File: src/rtl/pp_ctrl.sv
// rtl/pp_ctrl.sv - ping-pong game control unit driving the ball-position register
//
// Ports:
//   clk        system clock, all state changes on posedge
//   clr        asynchronous active-high reset
//   tick       one-cycle game-step strobe
//   btn_l      left player button (synchronised level)
//   btn_r      right player button (synchronised level)
//   ball_q     ball register output, one-hot, bit 7 = left end
//   ball_d     next ball value for the register's a input
//   ball_ld    one-cycle load strobe for the register
//   ball_clr   one-cycle clear strobe for the register
//   score_l    left player score
//   score_r    right player score
//   game_over  high while the game is over
//   winner     0 = left, 1 = right; valid while game_over is high
//
// Optional feature macro: PP_EARLY_FAULT_EN
//   defined     a press by the receiving player outside the hit window loses the point
//   not defined early presses are ignored

module pp_ctrl #(
    parameter int WIN_SCORE = 7
) (
    input  logic       clk,
    input  logic       clr,
    input  logic       tick,
    input  logic       btn_l,
    input  logic       btn_r,
    input  logic [7:0] ball_q,
    output logic [7:0] ball_d,
    output logic       ball_ld,
    output logic       ball_clr,
    output logic [3:0] score_l,
    output logic [3:0] score_r,
    output logic       game_over,
    output logic       winner
);

    typedef enum logic [2:0] {
        SERVE_L,
        SERVE_R,
        MOVE_R,
        MOVE_L,
        PT_L,
        PT_R,
        OVER
    } state_t;

    localparam logic [3:0] WIN = 4'(WIN_SCORE);

    state_t     state;
    logic       btn_l_d;
    logic       btn_r_d;
    logic       ev_l;
    logic       ev_r;
    // Shadow of the ball position, updated together with ball_ld so that
    // hit/end decisions never depend on the register's delayed output.
    logic [7:0] pos;
    // Cycles remaining until ball_q reflects the most recent load.
    logic [1:0] q_age;
    logic [7:0] src;
    logic [3:0] nxt_l;
    logic [3:0] nxt_r;

    assign ev_l  = btn_l & ~btn_l_d;
    assign ev_r  = btn_r & ~btn_r_d;
    // Advance arithmetic reads the register once its output is settled,
    // falling back to the shadow while a load is still in flight.
    assign src   = (q_age == 2'd0) ? ball_q : pos;
    assign nxt_l = (score_l < WIN) ? score_l + 4'd1 : WIN;
    assign nxt_r = (score_r < WIN) ? score_r + 4'd1 : WIN;

    always_ff @(posedge clk or posedge clr) begin
        if (clr) begin
            state     <= SERVE_L;
            btn_l_d   <= 1'b0;
            btn_r_d   <= 1'b0;
            pos       <= 8'h00;
            q_age     <= 2'd0;
            ball_d    <= 8'h00;
            ball_ld   <= 1'b0;
            ball_clr  <= 1'b0;
            score_l   <= 4'd0;
            score_r   <= 4'd0;
            game_over <= 1'b0;
            winner    <= 1'b0;
        end else begin
            btn_l_d  <= btn_l;
            btn_r_d  <= btn_r;
            ball_ld  <= 1'b0;
            ball_clr <= 1'b0;
            if (q_age != 2'd0) begin
                q_age <= q_age - 2'd1;
            end

            case (state)
                SERVE_L: begin
                    if (ev_l) begin
                        ball_d  <= 8'h80;
                        pos     <= 8'h80;
                        ball_ld <= 1'b1;
                        q_age   <= 2'd2;
                        state   <= MOVE_R;
                    end
                end

                SERVE_R: begin
                    if (ev_r) begin
                        ball_d  <= 8'h01;
                        pos     <= 8'h01;
                        ball_ld <= 1'b1;
                        q_age   <= 2'd2;
                        state   <= MOVE_L;
                    end
                end

                MOVE_R: begin
                    // A hit outranks a tick arriving in the same cycle.
                    if (ev_r && pos == 8'h01) begin
                        ball_d  <= 8'h02;
                        pos     <= 8'h02;
                        ball_ld <= 1'b1;
                        q_age   <= 2'd2;
                        state   <= MOVE_L;
`ifdef PP_EARLY_FAULT_EN
                    end else if (ev_r) begin
                        state <= PT_L;
`endif
                    end else if (tick) begin
                        if (pos == 8'h01) begin
                            state <= PT_L;
                        end else begin
                            ball_d  <= src >> 1;
                            pos     <= src >> 1;
                            ball_ld <= 1'b1;
                            q_age   <= 2'd2;
                        end
                    end
                end

                MOVE_L: begin
                    if (ev_l && pos == 8'h80) begin
                        ball_d  <= 8'h40;
                        pos     <= 8'h40;
                        ball_ld <= 1'b1;
                        q_age   <= 2'd2;
                        state   <= MOVE_R;
`ifdef PP_EARLY_FAULT_EN
                    end else if (ev_l) begin
                        state <= PT_R;
`endif
                    end else if (tick) begin
                        if (pos == 8'h80) begin
                            state <= PT_R;
                        end else begin
                            ball_d  <= src << 1;
                            pos     <= src << 1;
                            ball_ld <= 1'b1;
                            q_age   <= 2'd2;
                        end
                    end
                end

                PT_L: begin
                    score_l  <= nxt_l;
                    ball_clr <= 1'b1;
                    if (nxt_l == WIN) begin
                        state     <= OVER;
                        game_over <= 1'b1;
                        winner    <= 1'b0;
                    end else begin
                        state <= SERVE_L;
                    end
                end

                PT_R: begin
                    score_r  <= nxt_r;
                    ball_clr <= 1'b1;
                    if (nxt_r == WIN) begin
                        state     <= OVER;
                        game_over <= 1'b1;
                        winner    <= 1'b1;
                    end else begin
                        state <= SERVE_R;
                    end
                end

                OVER: begin
                    if (ev_l || ev_r) begin
                        score_l   <= 4'd0;
                        score_r   <= 4'd0;
                        ball_clr  <= 1'b1;
                        game_over <= 1'b0;
                        state     <= SERVE_L;
                    end
                end

                default: begin
                    state <= SERVE_L;
                end
            endcase
        end
    end

endmodule
File: config.mk
export PLATFORM = sky130hd
export DESIGN_NAME = pp_ctrl
export DESIGN_NICKNAME = d
export VERILOG_FILES = /design/src/rtl/pp_ctrl.sv
export SDC_FILE = /design/constraint.sdc
export NUM_CORES = 1
export LEC_CHECK = 0
export CAP_MARGIN = 30
export CORE_ASPECT_RATIO = 0.7
export CORE_MARGIN = 2
export CORE_UTILIZATION = 57
export CTS_BUF_LIST = sky130_fd_sc_hd__clkbuf_4
export DETAILED_ROUTE_END_ITERATION = 7
export GPL_ROUTABILITY_DRIVEN = 0
export PLACE_DENSITY = 0.95
export RECOVER_POWER = 100
export SLEW_MARGIN = 20
export SYNTH_ARGS = -nofsm -noshare
export SYNTH_HDL_FRONTEND = slang
export SYNTH_SLANG_ARGS = --single-unit
File: constraint.sdc
create_clock -name clk -period 3.23 [get_ports clk]
set_input_delay 0.4845 -clock clk [delete_from_list [all_inputs] [get_ports clk]]
set_output_delay 0.4845 -clock clk [all_outputs]
set_load 0.03 [all_outputs]
After elaboration in Yosys (flattened, before gate mapping)

Cells that the tools add are included.

Equal/unequal tests: 21
$add $sub $neg: 3
Reductions and logical operators: 18
Bitwise logic cells: 4
Order comparisons: 2
Muxes and demuxes: 54

Operators with widths:

| operator                                                                     | number |
|---|---|
| 8-bit two-way mux                                                            | 9 |
| 3-bit two-way mux                                                            | 11 |
| 8-bit one-hot mux with 4 select lines                                        | 1 |
| 3-bit one-hot mux with 7 select lines                                        | 1 |
| 2-bit two-way mux                                                            | 9 |
| 3-bit != test, second input constant                                         | 6 |
| 4-bit one-hot mux with 2 select lines                                        | 2 |
| 7-bit AND reduction                                                          | 2 |
| 1-bit two-way mux                                                            | 13 |
| 4-bit two-way mux                                                            | 3 |
| 2-bit != test, second input constant                                         | 5 |
| 3-bit equality test, second input constant                                   | 3 |
| 4-bit by 1-bit adder with 4-bit output, second input constant                | 2 |
| 4-bit by 3-bit equality test with 1-bit output, second input constant        | 2 |
| 8-bit by 1-bit equality test with 1-bit output, second input constant        | 1 |
| 8-bit equality test, second input constant                                   | 1 |
| 4-bit by 3-bit less-than comparator with 1-bit output, second input constant | 2 |
| 2-bit one-hot mux with 4 select lines                                        | 1 |
| 2-bit nonzero test                                                           | 4 |
| 3-bit by 2-bit equality test with 1-bit output, second input constant        | 2 |
| 1-bit one-hot mux with 2 select lines                                        | 2 |
| 1-bit one-hot mux with 4 select lines                                        | 1 |
| 2-bit AND reduction                                                          | 2 |
| 4-bit AND reduction                                                          | 1 |
| 13 further kinds                                                             | 16 |

Bits of input ports: 13
Bits in registers: 27
Word-level logic and storage cells: 113

Logic depth before layout (Yosys ltp)

Gate-level depths: netlist of run 1.

Depth after elaboration: 6
Depth in mapped cells: 7
Gate-level depth less buffers: 6

Worst setup path before layout of run 1

No wires, ideal clock.

Path type: register to register
Start point: register score_r[0]
End point: register state[1]
Library setup time: 126 ps
Stages on the path, launching flop included: 7
Clock period less this slack: 2036 ps
Setup slack: 1194 ps
Data arrival time: 1910 ps
Cells stage by stage: dfrtp_1 -> ha_1 -> nor2b_1 -> maj3_1 -> nor3b_1 -> nor3_1 -> a221o_1

Longest elaborated chain between the ends: 5
Elaborated cells on any way between the ends: 6

RTL lines:

| item                                                                                                            | line | source |
|---|---|---|
| start: declaration                                                                                              | 35   | `output logic [3:0] score_r,` |
| start signal: assignment                                                                                        | 178  | `score_r <= nxt_r;` |
| 4-bit by 1-bit adder with 4-bit output or 4-bit by 3-bit less-than comparator with 1-bit output (tied branches) | 72   | `assign nxt_r = (score_r < WIN) ? score_r + 4'd1 : WIN;` |
| 4-bit two-way mux (*)                                                                                           | 72   |  |
| 4-bit by 3-bit equality test with 1-bit output (*)                                                              | 180  | `if (nxt_r == WIN) begin` |
| 3-bit two-way mux (*)                                                                                           | 180  |  |
| 3-bit one-hot mux with 7 select lines (*)                                                                       | 97   | `case (state)` |
| end signal: assignment                                                                                          | 76   | `state <= SERVE_L;` |
| end signal: assignment                                                                                          | 181  | `state <= OVER;` |
| end signal: assignment                                                                                          | 185  | `state <= SERVE_R;` |
| end: declaration                                                                                                | 52   | `state_t state;` |

Mark *: on every way between the ends. The rest lies on a longest branch, timed or not.
A chain may end at the register's enable or synchronous reset.

Worst setup path in the final report of run 1

Start point: input btn_r
End point: register score_r[0]

Longest elaborated chain between the ends: 4

RTL lines:

| item                                 | line | source |
|---|---|---|
| start: declaration                   | 29   | `input logic btn_r,` |
| 1-bit bitwise AND                    | 67   | `assign ev_r = btn_r & ~btn_r_d;` |
| 1-bit logical OR                     | 190  | `if (ev_l \|\| ev_r) begin` |
| 2-bit != test (no source line)       | n/a  |  |
| 2-bit AND reduction (no source line) | n/a  |  |

Every way passes these cells.

==> run metrics, run 1 <==
status=complete, no violations; H-tree levels=1; main flop type after synthesis=dfrtp_1; fin. max-slew vios=0; initial antenna violation count=0; Fin Setup TNS=0 ns; Flop pwr share=33.1%; post-layout util=a little under three quarters; Async SR Flop Fraction=between 90% and 100%; DIE AREA=approximately 3300 µm²; Die W=between 60 and 70 µm; CP Launch Type=primary input; CP Class=in -> reg; Lkg Pwr=between 0.8 and 0.9 nW; Clk pwr share=slightly below 8%; Final ANT Viol Nets=0; # diodes=0; Reg-to-Reg Start=pos[0]; Syn-to-layout area delta=20.8%; Hold-fix buffers, CTS=0; post-synthesis sequential area ratio=between 40% and 50%; hold path start=game_over; reg-to-reg critical path endpoint=pos[2]; first-pass GRT wire length=6410 µm; Top Ports=33; Crit Path Max Fanout=6; commonest non-fill, non-tap cell in the layout=dfrtp_1; GR Util All Layers=around a quarter; Rows=16; FF-to-FF path depth=5; Sw Pwr=around 0.97 mW; mux share of post-synthesis cell area=between 10 and 15%; Max Cap Viol=0; vias per cell=~6.5; Fin Clk Skew=just under 0.007 ns; CTS tree=yes; pin count of the biggest net entering global routing=17; most frequent cells in the layout=27 x dfrtp_1, 23 x dlygate4sd3_1, 12 x a21oi_1, 9 x clkdlybuf4s50_1; routed length per instance=17.8 µm; CTS sink count=27; DRC viols=0; total routed wirelength=roughly 4000 µm; drt pass-1 iters=4; Post-synth EDFFs=0; post-CTS resize count=0; hold path depth=1; post-route setup slack=0.624 ns; Final min period=2.61 ns; Simple-Gate Fraction of Synth Area=around 22%; Post-Syn Instances=between 150 and 200; Mean Syn Cell Area=approximately 11 µm²; worst-margin pin slew=approximately 0.87 ns; Sw Ratio=between 40 and 50%; library cells used by synthesis=51; vias in the first global route=roughly 1300; Reg clk slew, reported paths=0.14 ns; Synth Warn #=0; Synth Area in Adders=under 10%; Post-CTS Setup Repair Bufs=0; Synth Area in Compound Gates=between 10% and 20%; DR vias=approximately 1400; relative slew slack=between 40% and 50%; Crit. End Element=register; syn nets=approximately 170; PwrDens=~1000 nW/µm²; R2R setup slack=0.83 ns; WP data required=about 3.5 ns; core area=~2800 µm²; IO buf count=32; root buffer cell=clkbuf_4; global route overflow=0; combinational share of power=between 50% and 60%; Num CTS Buffers=3; Iter 0 DRT Violations=around 120; Final Hold Vio Count=0; worst endpoint data arrival time=2.84 ns; Max Buffers Root-to-Sink=2; Seq cells post-synth=27; die height=between 40 and 50 µm; starting density of the core=between 50% and 60%; Overall Power=2.01 mW; RSZ-0062 raised after global routing=false; hold crit path type=reg -> reg; Peak VDD IR=between 0.0005 and 0.0006 V; DP HPWL=3000 µm; Skew-Pair Late Insertion Delay=0.34 ns; cell internal pwr=around 1.0 mW; mapped cell area=1630 µm²; largest family of logic cells by synthesized area=simple AND/OR/NAND/NOR gates; Max Clk Rate=around 380 MHz; dpl ws=0.494 ns; Post-Synth XOR/XNOR Area=0%; fin crit share=80.7%; Min-Delay Endpoint=game_over; final number of setup-violating endpoints=0; share of layout cells above drive strength 1=roughly an eighth; Final #Nets=200
## synthesized netlist by cell type (2+ instances only)
| master | n | area, µm² |
|---|---|---|
| buf_6 | 2 | 22.5 |
| o21a_1 | 2 | 15.0 |
| nand2b_1 | 3 | 18.8 |
| or2b_2 | 2 | 17.5 |
| mux2_2 | 3 | 33.8 |
| o22ai_1 | 5 | 31.3 |
| ha_1 | 2 | 25.0 |
| or2_2 | 2 | 12.5 |
| nor3_1 | 3 | 15.0 |
| a21oi_1 | 12 | 60.1 |
| and2b_2 | 2 | 17.5 |
| nor2_1 | 5 | 18.8 |
| and3_2 | 2 | 15.0 |
| nand4_1 | 2 | 12.5 |
| nor2b_1 | 6 | 37.5 |
| inv_1 | 4 | 15.0 |
| dfrtp_1 | 27 | 676 |
| o21ai_0 | 5 | 25.0 |
| a31o_2 | 2 | 17.5 |
| o31ai_1 | 2 | 15.0 |
| mux2_4 | 6 | 90.1 |
| nand4b_1 | 2 | 17.5 |
| nor3b_1 | 3 | 22.5 |
| nor4b_2 | 2 | 30.0 |
| maj3_1 | 2 | 20.0 |
| nand3_1 | 4 | 20.0 |
| nand2_1 | 8 | 30.0 |
| mux2i_1 | 8 | 80.1 |
## power groups by stage
stage | combinational [mW] | clock [mW] | sequential (mW)
floorplan | 0.792 | 0 | 0.779
global placement | 1.20 | 0 | 0.660
detailed placement | 1.26 | 0 | 0.676
CTS | 1.26 | 0.163 | 0.667
global route | 1.26 | 0.174 | 0.688
finish | 1.18 | 0.159 | 0.666
## worst max-delay path by stage
stage / to / cells after the start / from / slack (ns)
global route: score_r[0] / 5 / btn_r / 0.47
detailed placement: pos[7] / 5 / btn_l / 0.49
global placement: pos[7] / 5 / btn_l / 0.63
floorplan: state[1] / 6 / score_r[0] / 1.19
CTS: pos[7] / 5 / btn_l / 0.87
finish: score_r[0] / 5 / btn_r / 0.62
## cells by family after synthesis
family,Yosys count
AOI/OAI and AO/OA,42
DFF,27
muxes,17
and+or+nand+nor,53
adders and majority gates,4
buffers and inverters,8
## worst max-delay path: stages
cell           delay, ns
dlygate4sd3_1       0.58
or2b_2              0.35
a311oi_1            0.77
nand2_1             0.32
a31o_2              0.33
## sequential cells by signal, indices dropped and copies added, names as in the netlist
signal,cells
state,3
btn_r_d,1
q_age,2
score_l,4
btn_l_d,1
ball_clr,1
score_r,4
ball_ld,1
pos,8
game_over,1
winner,1
## metal layers
metal / track usage [%] / routed length [µm] / up-vias
met5: 0 / 0 / -
met4: 7.67 / 58 / 0
met3: 7.21 / 304 / 8
met2: 36.8 / 1870 / 83
met1: 36.8 / 1680 / 687
li1: - / - / 642
## through the flow
stage | hold WS, ns | std cells | cell area [µm²]
floorplan | 0.468 | 151 | 1630
global placement | 0.462 | 215 | 1960
detailed placement | 0.474 | 216 | 1970
CTS | 0.503 | 220 | 2000
global route | 0.514 | 220 | 1960
finish | 0.490 | 220 | 1960
## cell type report
class,instances,area (µm²)
Clock buffer,4,30.0
Fill cell,194,800
Inverter,4,15.0
Multi-Input combinational cell,116,873
Sequential cell,27,676
Tap cell,36,45.0
Timing Repair Buffer,33,324
No activity file was read; power rests on OpenSTA's default activity.
==> run 2: changes to the inputs <==
--- a/config.mk
+++ b/config.mk
@@ -8,11 +8,11 @@
 export CAP_MARGIN = 30
 export CORE_ASPECT_RATIO = 0.7
 export CORE_MARGIN = 2
-export CORE_UTILIZATION = 57
+export CORE_UTILIZATION = 48
 export CTS_BUF_LIST = sky130_fd_sc_hd__clkbuf_4
 export DETAILED_ROUTE_END_ITERATION = 7
 export GPL_ROUTABILITY_DRIVEN = 0
-export PLACE_DENSITY = 0.95
+export PLACE_DENSITY = 0.89
 export RECOVER_POWER = 100
 export SLEW_MARGIN = 20
 export SYNTH_ARGS = -nofsm -noshare
==> constraint.sdc (replaced) <==
create_clock -name clk -period 2.1 [get_ports clk]
set_input_delay 0.315 -clock clk [delete_from_list [all_inputs] [get_ports clk]]
set_output_delay 0.315 -clock clk [all_outputs]
set_load 0.03 [all_outputs]
==> run 2 against run 1 <==
Against the previous run:
- setup slack worse by 0.57 ns
- global-route usage is 1.1 points lower
- via count is 1.3% higher
- largest cell class unchanged
- highest routed layer unchanged
- total power is 78% higher
- core utilization is 2.5 points lower
- clock-buffer cell count is 1 lower
- critical path depth is 2 higher
- critical path type is now reg -> reg
- clock power is 58% higher
==> run metrics, run 2 (synthesis results as in run 1) <==
WL met3=236 µm (-22%); first-pass GRT wire length=6960 µm (+8.6%); cell internal pwr=1.95 mW (+87%); Crit. Startpoint=pos[5]; GR Util All Layers=24.3% (-1.1 points); DP HPWL=3260 µm (+8.5%); Final Hold Vio Count=0 (unchanged); relative slew slack=4.01% (-38 points); DRC viols=0 (unchanged); DIE AREA=3870 µm² (+17%); PwrDens=1630 nW/µm² (+60%); fillcell total=234 (+21%); combinational share of power=64.6% (+5.6 points); Die W=73.6 µm (+8.4%); FF-to-FF path depth=7 (+2); fin crit share=between 90% and 100%; CP Class=reg -> reg; H-tree levels=1 (unchanged); max FFs per register=8 (unchanged); DR WL met2=2070 µm (+11%); drt pass-1 iters=4 (unchanged); vias per cell=5.94 (-7.9%); R2R setup slack=0.06 ns (-0.77 ns); Lkg Pwr=0.982 nW (+12%); status=complete, no violations; Crit. End Element=register; Peak VDD IR=0.000921 V (+75%); most frequent cells in the layout=23 x dfrtp_1, 18 x dlygate4sd3_1, 18 x buf_4, 14 x clkdlybuf4s50_1, 12 x a21oi_1; Top Ports=33 (unchanged); total routed wirelength=4390 µm (+12%); Fin Setup TNS=0 ns (unchanged); CP Launch Type=register; Flop pwr share=28.3% (-4.8 points); Worst Setup EP=pos[3]; commonest non-fill, non-tap cell in the layout=dfrtp_1; share of layout cells above drive strength 1=27.5% (+15 points); Overall Power=3.57 mW (+78%); Fin Clk Skew=0.00366 ns (-0.00308 ns); Regs by FF count=pos: 8 flops, score_l: 4 flops, score_r: 4 flops; starting density of the core=50.9% (-7.9 points); Reg clk slew, reported paths=0.16 ns (+0.02 ns); Sw Ratio=45.3% (-2.8 points); root buffer cell=clkbuf_4; post-layout util=68.5% (-2.5 points); pin count of the biggest net entering global routing=28 (+11); Num CTS Buffers=3 (unchanged); Final ANT Viol Nets=0 (unchanged); Rows=17 (+1); Final min period=slightly above 2 ns; Crit Path Max Fanout=7 (+1); Hold Slack=0.468 ns (-0.0220 ns); Max Cap Viol=0 (unchanged); WL met1=2010 µm (+20%); # diodes=0 (unchanged); die height=52.7 µm (+8.2%); initial antenna violation count=0 (unchanged); Reg-to-Reg Start=pos[5]; hold crit path type=in -> reg; Final #Nets=220 (+10%); top layer in use=met4; WP data required=2.35 ns (-1.12 ns); core area=3190 µm² (+15%); Iter 0 DRT Violations=121 (+2.5%); Skew-Pair Late Insertion Delay=0.34 ns (about the same); final number of setup-violating endpoints=0 (unchanged); reg-to-reg critical path endpoint=pos[3]; vias in the first global route=1443 (+7.3%); worst endpoint data arrival time=2.29 ns (-0.55 ns); Max Clk Rate=just under 500 MHz; routed length per instance=18.1 µm (+2.0%); fin. max-slew vios=0 (unchanged); IO buf count=32 (unchanged); global route overflow=0 (unchanged); Max Buffers Root-to-Sink=2 (unchanged); Clk pwr share=7.1% (-0.8 points); Biggest register=pos; DR vias=1438 (+1.3%); Hold-fix buffers, CTS=0 (unchanged); Sw Pwr=1.62 mW (+68%); CTS sink count=27 (unchanged); worst-margin pin slew=1.44 ns (+0.573 ns); CTS tree=yes; Syn-to-layout area delta=34.6%
run 2: cell types whose count changed in the layout (fill, tap and decap cells not counted), moves of 4 or more:
cell             change
buf_4               +18
clkdlybuf4s50_1      +5
dfrtp_1              -4
dfrtp_2              +4
dlygate4sd3_1        -5
mux2_1               -6
mux2_4               +6
run 2: metal layers:
metal  vias up  global-route usage (%)
met5         -                       0
met4         0                    12.1
met3         8                    5.96
met2        48                    35.4
met1       700                    33.5
li1        682                       -
run 2: critical path, cell delays in order, from the launching register on:
cell	delay, ns
dfrtp_1	0.47
nor4_4	0.30
buf_4	0.18
nand3_1	0.13
a21oi_1	0.18
o2111a_2	0.24
buf_12	0.14
mux2_4	0.30
run 2: metrics by stage:
step,instances,area (µm²),setup slack [ns]
global placement,236,2100,-0.260
global route,242,2190,-0.0163
CTS,241,2160,0.0754
finish,242,2190,0.0583
detailed placement,236,2100,-0.467
floorplan,151,1630,0.0641
run 2: timing repair:
action / 4_1_cts / 5_1_grt
endpoints found under the hold margin: 0 / 0
setup buffers: 1 / 1
endpoints found under the setup margin: 8 / 9
pin swaps: 1 / 1
resized for setup: 1 / 7
run 2: area by class of cell:
cell class	instances	area (µm²)	area share [%]
multi-input cells	116	926	42.3
flip-flops and latches	27	681	31.1
repair buffers	53	487	22.3
well taps	38	47.5	2.17
clock buffers	3	22.5	1.03
inverters	4	15.0	0.686
clock inverters	1	8.76	0.400
run 2: worst min-delay path by stage:
stage	start	end	slack, ns	depth (start not counted)
6_report	btn_l	btn_l_d	0.47	1
5_1_grt	btn_l	btn_l_d	0.46	1
4_1_cts	clr	q_age[1]	0.35	3
3_5_place_dp	game_over	game_over	0.48	1
3_3_place_gp	game_over	game_over	0.47	1
2_1_floorplan	btn_l	btn_l_d	0.35	0
run 2: power groups by stage:
| stage | clock [mW] | sequential, mW | combinational (mW) |
|---|---|---|---|
| after CTS | 0.258 | 0.990 | 2.28 |
| after detailed placement | 0 | 0.999 | 2.18 |
| final | 0.252 | 1.01 | 2.31 |
| after floorplan | 0 | 1.20 | 1.22 |
| after global routing | 0.278 | 1.05 | 2.45 |
| after global placement | 0 | 0.974 | 2.10 |
